$ cat src/rtl/psum_stream_tx.sv
// psum_stream_tx
//   Reads per-kernel-position partial-sum rows out of the psum SRAM and streams
//   them over a valid/ready interface into the accumulate+ReLU stage. For every
//   output pixel o (outer loop) it emits num_kij rows (inner loop over kij).
//   The final kij row of each pixel is tagged with psum_last.
//
//   Read data arriving from the SRAM is presented directly on the output when
//   the skid buffer is empty, so the first row is valid two cycles after start
//   and a full row per cycle is sustained while psum_ready stays high. The
//   in-flight read counts against the 2-entry buffer, so a row is never dropped.
//
// Ports
//   clk, reset           clock (rising edge), asynchronous active-high reset
//   start                one-cycle pulse, begins a pass when idle
//   base_addr            SRAM address of (kij=0, o=0), sampled on start
//   num_kij, num_out     pass geometry, sampled on start
//   busy, done           pass in progress / one-cycle completion pulse
//   mem_rd, mem_addr     SRAM read strobe and address (data 1 cycle later)
//   mem_rdata            SRAM read data
//   psum_valid/ready     output handshake
//   psum_data, psum_last output row and end-of-pixel tag
module psum_stream_tx #(
  parameter int bw  = 4,
  parameter int col = 8,
  parameter int AW  = 11,
  parameter int KW  = 4,
  parameter int OW  = 7
) (
  input  logic              clk,
  input  logic              reset,
  input  logic              start,
  input  logic [AW-1:0]     base_addr,
  input  logic [KW-1:0]     num_kij,
  input  logic [OW-1:0]     num_out,
  output logic              busy,
  output logic              done,
  output logic              mem_rd,
  output logic [AW-1:0]     mem_addr,
  input  logic [bw*col-1:0] mem_rdata,
  output logic              psum_valid,
  input  logic              psum_ready,
  output logic [bw*col-1:0] psum_data,
  output logic              psum_last
);

  localparam int DW = bw * col;

  typedef enum logic [1:0] {
    ST_IDLE  = 2'd0,
    ST_RUN   = 2'd1,
    ST_DRAIN = 2'd2
  } state_t;

  state_t        state_q, state_d;
  logic [KW-1:0] num_kij_q, num_kij_d;
  logic [OW-1:0] num_out_q, num_out_d;
  logic [KW-1:0] kij_q, kij_d;
  logic [OW-1:0] o_q, o_d;
  // Address of the next read, and base+o for the current pixel. Both are
  // advanced by addition only: +num_out along kij, +1 when moving to next o.
  logic [AW-1:0] addr_q, addr_d;
  logic [AW-1:0] pix_addr_q, pix_addr_d;
  logic          done_q, done_d;

  // Read issued last cycle; its data is on mem_rdata this cycle.
  logic          rd_pend_q, rd_pend_d;
  logic          last_pend_q, last_pend_d;

  // Skid buffer: entry 0 is the head.
  logic [1:0]    cnt_q, cnt_d;
  logic [DW-1:0] ent0_data_q, ent0_data_d;
  logic [DW-1:0] ent1_data_q, ent1_data_d;
  logic          ent0_last_q, ent0_last_d;
  logic          ent1_last_q, ent1_last_d;

  logic          pop;
  logic [1:0]    occ;
  logic [1:0]    occ_after_pop;
  logic          last_row_issue;
  logic          final_issue;
  logic [DW-1:0] head_data;
  logic          head_last;
  logic [DW-1:0] item0_data, item1_data;
  logic          item0_last, item1_last;

  // Handshake, occupancy and read-issue decision
  always_comb begin
    occ           = cnt_q + {1'b0, rd_pend_q};
    psum_valid    = (cnt_q != 2'd0) || rd_pend_q;
    pop           = psum_valid && psum_ready;
    occ_after_pop = occ - {1'b0, pop};

    head_data = (cnt_q != 2'd0) ? ent0_data_q : mem_rdata;
    head_last = (cnt_q != 2'd0) ? ent0_last_q : last_pend_q;
    psum_data = psum_valid ? head_data : '0;
    psum_last = psum_valid ? head_last : 1'b0;

    mem_rd   = (state_q == ST_RUN) && (occ_after_pop < 2'd2);
    mem_addr = addr_q;
    busy     = (state_q != ST_IDLE);
    done     = done_q;

    last_row_issue = (kij_q == num_kij_q - KW'(1));
    final_issue    = last_row_issue && (o_q == num_out_q - OW'(1));
  end

  // Pass sequencing
  always_comb begin
    state_d     = state_q;
    num_kij_d   = num_kij_q;
    num_out_d   = num_out_q;
    kij_d       = kij_q;
    o_d         = o_q;
    addr_d      = addr_q;
    pix_addr_d  = pix_addr_q;
    done_d      = 1'b0;
    rd_pend_d   = mem_rd;
    last_pend_d = mem_rd ? last_row_issue : 1'b0;

    case (state_q)
      ST_IDLE: begin
        if (start) begin
          if ((num_kij == '0) || (num_out == '0)) begin
            // Empty pass: complete immediately without touching the SRAM.
            done_d = 1'b1;
          end else begin
            state_d    = ST_RUN;
            num_kij_d  = num_kij;
            num_out_d  = num_out;
            kij_d      = '0;
            o_d        = '0;
            addr_d     = base_addr;
            pix_addr_d = base_addr;
          end
        end
      end
      ST_RUN: begin
        if (mem_rd) begin
          if (last_row_issue) begin
            kij_d = '0;
            if (final_issue) begin
              state_d = ST_DRAIN;
            end else begin
              o_d        = o_q + OW'(1);
              pix_addr_d = pix_addr_q + AW'(1);
              addr_d     = pix_addr_q + AW'(1);
            end
          end else begin
            kij_d  = kij_q + KW'(1);
            addr_d = addr_q + AW'(num_out_q);
          end
        end
      end
      ST_DRAIN: begin
        // No reads are issued here, so the last buffered row leaving ends the pass.
        if (pop && (occ == 2'd1)) begin
          state_d = ST_IDLE;
          done_d  = 1'b1;
        end
      end
      default: state_d = ST_IDLE;
    endcase
  end

  // Skid buffer update: logical order is stored entries, then arriving read
  always_comb begin
    item0_data = (cnt_q != 2'd0) ? ent0_data_q : mem_rdata;
    item0_last = (cnt_q != 2'd0) ? ent0_last_q : last_pend_q;
    item1_data = (cnt_q == 2'd2) ? ent1_data_q : mem_rdata;
    item1_last = (cnt_q == 2'd2) ? ent1_last_q : last_pend_q;

    cnt_d = occ_after_pop;
    if (pop) begin
      ent0_data_d = item1_data;
      ent0_last_d = item1_last;
    end else begin
      ent0_data_d = item0_data;
      ent0_last_d = item0_last;
    end
    ent1_data_d = item1_data;
    ent1_last_d = item1_last;
  end

  // State registers
  always_ff @(posedge clk or posedge reset) begin
    if (reset) begin
      state_q     <= ST_IDLE;
      num_kij_q   <= '0;
      num_out_q   <= '0;
      kij_q       <= '0;
      o_q         <= '0;
      addr_q      <= '0;
      pix_addr_q  <= '0;
      done_q      <= 1'b0;
      rd_pend_q   <= 1'b0;
      last_pend_q <= 1'b0;
      cnt_q       <= '0;
      ent0_data_q <= '0;
      ent1_data_q <= '0;
      ent0_last_q <= 1'b0;
      ent1_last_q <= 1'b0;
    end else begin
      state_q     <= state_d;
      num_kij_q   <= num_kij_d;
      num_out_q   <= num_out_d;
      kij_q       <= kij_d;
      o_q         <= o_d;
      addr_q      <= addr_d;
      pix_addr_q  <= pix_addr_d;
      done_q      <= done_d;
      rd_pend_q   <= rd_pend_d;
      last_pend_q <= last_pend_d;
      cnt_q       <= cnt_d;
      ent0_data_q <= ent0_data_d;
      ent1_data_q <= ent1_data_d;
      ent0_last_q <= ent0_last_d;
      ent1_last_q <= ent1_last_d;
    end
  end

endmodule

$ cat config.mk
export PLATFORM = sky130hd
export DESIGN_NAME = psum_stream_tx
export DESIGN_NICKNAME = d
export VERILOG_FILES = /design/src/rtl/psum_stream_tx.sv
export SDC_FILE = /design/constraint.sdc
export NUM_CORES = 1
export LEC_CHECK = 0
export BUFFER_PORTS_ARGS = -buffer_cell sky130_fd_sc_hd__buf_4
export CAP_MARGIN = 20
export CORE_MARGIN = 5
export CORE_UTILIZATION = 25
export DETAILED_ROUTE_END_ITERATION = 8
export GPL_TIMING_DRIVEN = 0
export PLACE_DENSITY = 0.51
export SETUP_SLACK_MARGIN = 0.05
export SKIP_LAST_GASP = 1
export SLEW_MARGIN = 20
export SYNTH_ARGS = -nofsm -noshare
export SYNTH_HDL_FRONTEND = slang
export SYNTH_SLANG_ARGS = --single-unit
$ cat constraint.sdc
create_clock -name clk -period 4.7 [get_ports clk]
set_input_delay 0 -clock clk [delete_from_list [all_inputs] [get_ports clk]]
set_output_delay 0 -clock clk [all_outputs]
set_load 0.01 [all_outputs]
==> results of run 1 <==
==> cell type report <==
| type | count | area [sq um] |
|---|---|---|
| buffer | 43 | 188 |
| clock buffer | 19 | 453 |
| clock inverter | 13 | 146 |
| fill | 2569 | 16300 |
| inverter | 16 | 67.6 |
| multi-input combinational | 505 | 3110 |
| sequential | 117 | 2930 |
| tap | 330 | 413 |
| timing repair buffer | 157 | 1330 |
==> power by group through the flow <==
stage               sequential [W]  clock, W  combinational, W
floorplan                  0.00168         0           0.00227
global placement           0.00175         0           0.00341
finish                     0.00174   0.00131           0.00345
global route               0.00179   0.00140           0.00383
CTS                        0.00174   0.00135           0.00348
detailed placement         0.00176         0           0.00343
==> through the flow <==
stage	util	cells	setup WS, ps
finish	0.346	1200	1170
global placement	0.300	1116	-247
CTS	0.346	1200	1130
detailed placement	0.301	1117	1150
floorplan	-	681	1600
global route	0.346	1200	884
==> cell usage after synthesis (all sizes together) (3+ instances only) <==
| cell type | n | area [sq um] |
|---|---|---|
| ha | 14 | 175 |
| nor2 | 60 | 225 |
| inv | 16 | 60.1 |
| o22ai | 4 | 25.0 |
| o32a | 3 | 30.0 |
| a31oi | 37 | 231 |
| dfrtp | 117 | 2930 |
| o22a | 6 | 52.6 |
| mux2 | 40 | 450 |
| nand2b | 4 | 25.0 |
| clkbuf | 34 | 128 |
| o21ai | 22 | 110 |
| o31ai | 7 | 52.6 |
| nor2b | 6 | 37.5 |
| and3 | 4 | 25.0 |
| or2 | 4 | 25.0 |
| a211oi | 8 | 65.1 |
| o41ai | 4 | 53.8 |
| xnor2 | 17 | 156 |
| or4 | 3 | 26.3 |
| xor2 | 13 | 114 |
| nand4 | 6 | 37.5 |
| buf | 9 | 60.1 |
| nor3 | 15 | 80.1 |
| a41oi | 5 | 43.8 |
| nand3 | 11 | 55.1 |
| a21oi | 19 | 98.9 |
| nand2 | 159 | 597 |
| nor4 | 5 | 31.3 |
| or3 | 4 | 25.0 |
==> critical path: stages (launching register included) <==
cell and delay (ps):
dfrtp_1 350, clkbuf_1 160, or3_1 470, nand2_1 210, inv_1 110, ha_1 190
xor3_1 440, nor2_1 380, or2_2 250, o41ai_4 170, or2_2 360, o41ai_1 320
==> metal layers <==
metal  wire (um)  vias up
li1            -     2735
met1        8680     2664
met2        8770      151
met3         928       24
met4         259        0
met5           0        -
==> final timing paths <==
kind	start	to	slack [ps]	cells past startpoint
setup / recovery	cnt_q[1]	o_q[5]	1170	11
hold / removal	base_addr[5]	mem_addr[5]	30	5
setup reg to reg	cnt_q[1]	o_q[5]	1170	11
hold reg to reg	ent1_data_q[11]	ent1_data_q[11]	490	1
max in group asynchronous	reset	num_out_q[6]	3880	4
min in group asynchronous	reset	ent0_data_q[20]	120	3
==> logic make-up after synthesis <==
group,count (synthesis)
multiplexers,42
flip-flops,117
AO/OA/AOI/OAI,129
buffers and inverters,59
adder cells (fa/ha/maj),15
AND/OR/NAND/NOR,288
XOR/XNOR,31
==> sequential cells by signal, indices dropped and copies added (netlist names), 4 cells and up <==
name         count
ent0_data_q     32
ent1_data_q     32
mem_addr        11
pix_addr_q      11
num_out_q        7
o_q              7
kij_q            4
num_kij_q        4
==> timing repair <==
action                                 in CTS  in global routing
hold buffers                               51                  0
gates resized for setup                     0                  0
endpoints found under the hold margin     201                  0
==> out/summary.txt, run 1 <==
Max cap viols: 0
Total track usage: 0.133
Port bufs: 105
M1 GR Usage: 0.173
DP HPWL: 13100 um
Vias in the first global route: 5759
H-tree levels: 4
Drt wl/cell: 15.5 um
Most frequent cells in the layout: 159 x nand2_1, 117 x dfrtp_1, 105 x buf_4
CTS tree: built
Layout cells sized above 1: 0.226
Die W: 169 um
Post-Place Cell Area: 0.00752 sq mm
Pwr Density: 752 mW/mm^2
Clk_lat worst skew: 420 ps
Clk pwr share: 0.202
Vias/cell: 4.65
Pre-antenna DRT Iters: 5
I/O pin total: 106
NetSw: 0.00277 W
Leak: 3.76 nW
Starting Density: 0.252
Post-synth EDFFs: 0
Drt total wl: 18600 um
Hold WS: 31.8 ps
CTS Buf Count: 17
Mapped Cells: 681
Synth Area in Adders: 0.0311
Synth warn: 0
Iteration-0 DRC Markers: 361
Post-synthesis simple-gate area fraction: 0.199
Avg Cell Area, Syn: 9.23 sq um
Switching portion of total power: 0.426
Setup bufs post-CTS: 0
Total Nets Final: 930
GR Layer Usage met2: 0.222
Antenna violations before repair: 0
Final Wtd Congestion: 0.808
Register bit count reported by yosys: 117
Mux cell area share after synthesis: 0.0748
Gr ovfl total: 0
Startpoint Class: flop
Full die area: 0.0284 sq mm
Top_reg_cell synth: dfrtp_1
Most common library cell in the layout ignoring fill and taps: nand2_1
Period utilization: 0.750
Largest family of logic cells by synthesized area: simple AND/OR/NAND/NOR gates
Crit-path max FO: 9
Kind of end point of the critical path: flop
First-pass GRT wire length: 30300 um
DRC: 0
Clock buffer depth: 2
Xor and xnor area share after synthesis: 0.0468
Post-synthesis cell type count: 59
Async SR Flop Fraction: 1.00
ANT nets after route: 0
Largest net degree at the start of global routing: 77
Hold Fails Final Rpt: 0
Cell row count: 58
DR vias: 5574
Maximum clock rate: 284 MHz
Slew margin rel.: 0.518
Final Total Pwr: 0.00650 W
Clock Skews: 12.5 ps
Setup CP Type: reg2reg
P&R area growth vs syn: 37.3%
Sequential-to-total area share from yosys stat: 0.466
Cell area after synthesis: 0.00629 sq mm
Pins Over Slew Limit: 0
Post-synthesis compound-gate area fraction: 0.144
Diode count: 0
CTS clock-pin slew for the worst setup and hold paths: 60 ps
Logic pwr share: 0.531
Die Span Y: 169 um
Setup TNS: 0 ps
Slew @ Worst Pin: 720 ps
RSZ-0062 raised after global routing: no
Global routing usage on met3: 0.0318
Worst Path Required: 5000 ps
Clk sink count: 117
Sequential Power Share: 0.268
Post-route cell area: 0.00863 sq mm
Internal Power: 0.00373 W
CORE AREA: 0.0250 sq mm
Worst path arrival time: 3830 ps
Min Tclk post-route: 3530 ps
Grt peak-use layer: met2
Syn Nets: 754
Outcome: complete, no violations
Clock Root Buffer: clkbuf_16
HP Class: in2reg
Setup Viol. Count Final: 0
Peak VDD IR: 0.295 mV
(Power assumes the default switching activity.)
==> run 2: changes to the inputs <==
--- a/config.mk
+++ b/config.mk
@@ -5,6 +5,7 @@
 export SDC_FILE = /design/constraint.sdc
 export NUM_CORES = 1
 export LEC_CHECK = 0
+export ABC_AREA = 1
 export BUFFER_PORTS_ARGS = -buffer_cell sky130_fd_sc_hd__buf_4
 export CAP_MARGIN = 20
 export CORE_MARGIN = 5
==> constraint.sdc (replaced) <==
create_clock -name clk -period 3.45 [get_ports clk]
set_input_delay 0 -clock clk [delete_from_list [all_inputs] [get_ports clk]]
set_output_delay 0 -clock clk [all_outputs]
set_load 0.01 [all_outputs]
==> run 2 against run 1 <==
  * Maximum frequency is 16% higher
  * Total power is 39% higher
  * Sequential share of layout area is 0.94 points lower
  * Routed wire length is 7.8% higher
  * Setup slack worse by 770 ps
  * Global-route usage is 0.36 points higher
  * Area after synthesis is 4.0% higher
  * Largest cell class unchanged
  * Highest routed layer unchanged
==> out/summary.txt, run 2 <==
Outcome: complete, no violations
# fillers: 2811
Largest net degree at the start of global routing: 72
Setup CP Type: reg2reg
Full die area: 0.0295 sq mm
Seq. cell area: 0.00293 sq mm
HP Class: in2reg
DRC: 0
Async SR Flop Fraction: 1.00
Peak VDD IR: 0.426 mV
Top cell type's share of synthesized area: 0.448
Vias/cell: 4.49
Clk_lat worst skew: 420 ps
Period utilization: 0.883
Hold Fails Final Rpt: 0
R2R Path Start: cnt_q[1]
R2R Setup Slk: 400 ps
Mapped Cells: 893
Worst Path Required: 3760 ps
Slew @ Worst Pin: 539 ps
Clock Root Buffer: clkbuf_16
CTS clock-pin slew for the worst setup and hold paths: 60 ps
Synth warn: 0
CTS Buf Count: 17
Non-filler cells, final: 1415
Critical path startpoint: cnt_q[1]
Cell row count: 59
Worst r2r path cells: 15
Final Util: 0.343
First-pass GRT wire length: 32600 um
Register bit count reported by yosys: 117
Drt total wl: 20100 um
Diode count: 0
Total track usage: 0.137
Worst path arrival time: 3350 ps
Layout cells sized above 1: 0.172
Clock buffer depth: 2
Clock Skews: 10.9 ps
I/O pin total: 106
Top post-synthesis cells by count: 265 x nand2_1, 117 x dfrtp_1, 100 x nor2_1
Maximum clock rate: 328 MHz
Min Tclk post-route: 3050 ps
Most common library cell in the layout ignoring fill and taps: nand2_1
Area leader, netlist: dfrtp_1
ANT nets after route: 0
Post-synthesis cell type count: 39
Largest registers: ent0_data_q: 32 flops, ent1_data_q: 32 flops
Max cap viols: 0
CTS tree: built
P&R area growth vs syn: 35.8%
DP HPWL: 14500 um
Top cells by area, synth: dfrtp_1 45%, nand2_1 15%, o21ai_0 6.7%
Drt wl/cell: 14.2 um
Clk sink count: 117
Iteration-0 DRC Markers: 300
Avg Cell Area, Syn: 7.32 sq um
Gr ovfl total: 0
Most frequent cells in the layout: 265 x nand2_1, 117 x dfrtp_1, 106 x buf_4
H-tree levels: 4
Crit path to: mem_addr[7]
Vias in the first global route: 6272
CORE AREA: 0.0259 sq mm
Cell area after synthesis: 0.00654 sq mm
Post-synth EDFFs: 0
Count leader, synth: nand2_1
Post-Place Cells: 1334
Pwr Density: 1010 mW/mm^2
RSZ-0062 raised after global routing: no
Die Span Y: 172 um
Pre-antenna DRT Iters: 5
Startpoint Class: flop
Area used by multi-input combinational logic: 0.00308 sq mm
Slew margin rel.: 0.641
Leak: 4.43 nW
Syn Nets: 966
Kind of end point of the critical path: flop
Pins Over Slew Limit: 0
DR vias: 6347
Setup bufs post-CTS: 0
Sequential-to-total area share from yosys stat: 0.448
Top_reg_cell synth: dfrtp_1
RR Endpoint: mem_addr[7]
Total Nets Final: 1141
Antenna violations before repair: 0
Starting Density: 0.252
Final Wtd Congestion: 0.805
Die W: 172 um
Worst hold path cell count: 5
Crit-path max FO: 10
Setup Viol. Count Final: 0
Port bufs: 105
==> run 2: stage by stage <==
| step | hold slack, ps | cell area [sq um] | setup WS, ps | power, W | setup TNS (ps) |
|---|---|---|---|---|---|
| finish | 18.5 | 8880 | 403 | 0.00900 | 0 |
| global route | 15.4 | 8880 | 60.4 | 0.00982 | 0 |
| CTS | 0.0435 | 8860 | 52.9 | 0.00909 | 0 |
| detailed placement | 40.2 | 7780 | -74.8 | 0.00724 | -1020 |
| global placement | 255 | 7740 | -1360 | 0.00720 | -159550 |
| floorplan | 121 | 6540 | 349 | 0.00543 | 0 |
==> run 2: final cells by class <==
class,count,area share
Clock buffer,17,0.0479
Buffer,41,0.0213
Clock inverter,14,0.0175
Tap cell,335,0.0472
Timing Repair Buffer,156,0.148
Sequential cell,117,0.330
Inverter,96,0.0414
Multi-Input combinational cell,639,0.347
==> run 2: power breakdown <==
part / total (W) / leakage [nW] / switching, W / internal (W)
Clock: 0.00176 / 0.273 / 0.000691 / 0.00106
Combinational: 0.00488 / 2.74 / 0.00306 / 0.00182
Sequential: 0.00237 / 1.42 / 0.000377 / 0.00199
==> run 2: kinds of logic (layout without fill, tap and decap cells) <==
logic type      Yosys count  count (layout)  share of synthesized area
compound gates          137             137                      0.109
xor+xnor                 10              10                     0.0134
simple gates            472             472                      0.307
flops                   117             117                      0.448
fa+ha+maj                15              15                     0.0299
buf+inv                 137             324                     0.0838
mux                       5               5                    0.00823
==> run 2: routing by layer <==
| metal | global-route usage | vias to the layer above | part of all wire |
|---|---|---|---|
| li1 | - | 3219 | - |
| met1 | 0.178 | 2931 | 0.46 |
| met2 | 0.232 | 174 | 0.47 |
| met3 | 0.0271 | 23 | 0.055 |
| met4 | 0.0382 | 0 | 0.014 |
| met5 | 0 | - | 0 |
==> run 2: worst min path at each step <==
stage / from / to / slack, ps
2_1_floorplan: start / done / 120
3_3_place_gp: num_out[5] / num_out_q[5] / 260
3_5_place_dp: reset / num_kij_q[2] / 40
4_1_cts: base_addr[2] / mem_addr[2] / 0.04
5_1_grt: base_addr[2] / mem_addr[2] / 20
6_report: base_addr[2] / mem_addr[2] / 20
==> run 2: worst max-delay path, cell delays in order (launching register included) <==
cell	delay [ps]
dfrtp_1	390
nor2_1	140
inv_1	80
nor2_4	190
nor2_1	120
clkbuf_1	240
clkbuf_2	270
ha_1	260
xor2_2	210
nand2_1	130
o21ai_2	90
a21oi_4	300
nand2_2	150
buf_2	230
nand2_1	80
nand2_1	50
==> run 2: repair_timing <==
item,CTS,global route
hold buffers,50,0
hold endpoints to repair,144,0
endpoints found under the setup margin,31,31
gates cloned,0,0
resized for setup,1,4
==> run 3: changes to the inputs <==
--- a/config.mk
+++ b/config.mk
@@ -5,7 +5,7 @@
 export SDC_FILE = /design/constraint.sdc
 export NUM_CORES = 1
 export LEC_CHECK = 0
-export ABC_AREA = 1
+export ABC_AREA = 0
 export BUFFER_PORTS_ARGS = -buffer_cell sky130_fd_sc_hd__buf_4
 export CAP_MARGIN = 20
 export CORE_MARGIN = 5
==> run 3 against run 2 <==
  * Via count fell by 12%
  * Routed wire length decreased by 6.9%
  * Count of clock-buffer cells in the layout up 2
==> out/summary.txt, run 3 (synthesis gave the netlist of run 1 again) <==
Outcome: complete, no violations
Worst path max stage delay: 450 ps
Pre-antenna DRT Iters: 5
CORE AREA: 0.0250 sq mm
Seq. cell area: 0.00293 sq mm
Slew @ Worst Pin: 744 ps
Final Wtd Congestion: 0.808
Starting Density: 0.252
Crit-path max FO: 9
Worst hold path cell count: 5
Setup CP Type: reg2reg
Maximum clock rate: 313 MHz
Clock Skews: 13.2 ps
Slew margin rel.: 0.502
First-pass GRT wire length: 30300 um
Largest net degree at the start of global routing: 77
CTS tree: built
DR vias: 5566
Iteration-0 DRC Markers: 367
Largest registers: ent0_data_q: 32 flops, ent1_data_q: 32 flops
# fillers: 2568
CTS Buf Count: 17
Total track usage: 0.133
Post-Place Cells: 1117
Clk sink count: 117
P&R area growth vs syn: 37.7%
Critical path startpoint: cnt_q[1]
Clock Root Buffer: clkbuf_16
Antenna violations before repair: 0
ANT nets after route: 0
Non-filler cells, final: 1200
DRC: 0
Slowest stage cell, crit path: xor3_2
Final Util: 0.347
Period utilization: 0.927
Port bufs: 105
I/O pin total: 106
CP most frequent cell: or2_2
Hold Fails Final Rpt: 0
Vias/cell: 4.64
Diode count: 0
Most frequent cells in the layout: 158 x nand2_1, 117 x dfrtp_1, 106 x buf_4
RSZ-0062 raised after global routing: no
Full die area: 0.0284 sq mm
DP HPWL: 13100 um
Gr ovfl total: 0
HP Class: in2reg
Pwr Density: 1030 mW/mm^2
Hold_sp: base_addr[5]
Peak VDD IR: 0.408 mV
Total Nets Final: 930
Worst Path Required: 3750 ps
Drt total wl: 18700 um
Setup Viol. Count Final: 0
Vias in the first global route: 5753
Clk_lat worst skew: 420 ps
Area used by multi-input combinational logic: 0.00313 sq mm
Layout cells sized above 1: 0.231
Worst path arrival time: 3500 ps
CP Cell Sequence: clkbuf_1, or3_4, nand2_2, inv_1, ha_1, xor3_2, nor2_4, or2_2, o41ai_4, or2_2, o41ai_1
Drt wl/cell: 15.6 um
Die W: 169 um
Leak: 3.76 nW
Die Span Y: 169 um
Worst r2r path cells: 11
Pins Over Slew Limit: 0
Min Tclk post-route: 3200 ps
Clock buffer depth: 2
R2R Path Start: cnt_q[1]
Most common library cell in the layout ignoring fill and taps: nand2_1
Cell row count: 58
Max cap viols: 0
Kind of end point of the critical path: flop
Startpoint Class: flop
H-tree levels: 4
CTS clock-pin slew for the worst setup and hold paths: 60 ps
[run 3: cell count changes in the layout (fill, tap and decap cells not counted), sizes merged, moves of 22 or more]
cell,previous run,this run
inv,98,19
a21oi,41,19
mux2,3,40
o21ai,91,22
nor2,103,60
nand4,30,6
nand3,40,11
nand2,280,159
a31oi,0,37
[run 3: power breakdown]
part	leakage (nW)	total [W]	switching, W	internal (W)
Sequential	1.40	0.00237	0.000392	0.00198
Combinational	2.09	0.00475	0.00272	0.00203
Clock	0.279	0.00178	0.000673	0.00111
[run 3: final timing paths]
path                                   endpoint  slack [ps]
worst min register to register   ent1_data_q[1]         490
worst max register to register           o_q[5]         250
worst min-delay path                mem_addr[5]          20
min in group asynchronous       ent0_data_q[20]         130
worst max-delay path                     o_q[5]         250
max in group asynchronous          num_out_q[6]        2620
[run 3: layer usage]
| layer | share of wire | up-vias | GRT usage | routed length [um] |
|---|---|---|---|---|
| met5 | 0 | - | 0 | 0 |
| met4 | 0.011 | 0 | 0.0392 | 204 |
| met2 | 0.47 | 147 | 0.222 | 8800 |
| li1 | - | 2733 | - | - |
| met1 | 0.47 | 2667 | 0.173 | 8790 |
| met3 | 0.049 | 19 | 0.0318 | 911 |
[run 3: what timing repair did]
action	4_1_cts	5_1_grt
endpoints found under the hold margin	201	0
endpoints found under the setup margin	18	26
gates resized for setup	2	6
buffers inserted	0	0
hold buffers	51	0
[run 3: critical path: cells and delay by family (launching register included)]
family	cells	cell delay [ps]
xor gates and xnor gates	1	450
buffers and inverters	2	260
AOI/OAI and AO/OA	2	510
adders and majority gates	1	180
DFF	1	350
and+or+nand+nor	5	1340
[run 3: final cells by class]
cell class                 instances  area share
buffer                            43      0.0220
clock buffer                      19      0.0523
clock inverter                    13      0.0169
inverter                          16     0.00780
multi-input combinational        505       0.362
sequential                       117       0.338
tap                              330      0.0477
timing repair buffer             157       0.153
[run 3: metrics by stage]
stage	setup WS, ps	total power (W)	cell area (sq um)	setup TNS (ps)	hold slack, ps
final	250	0.00890	8660	0	22.6
after global routing	55.4	0.00961	8660	0	25.0
after CTS	76.2	0.00897	8640	0	2.06
after detailed placement	-105	0.00706	7520	-598	18.4
after global placement	-1500	0.00702	7490	-174460	223
after floorplan	349	0.00538	6290	0	115
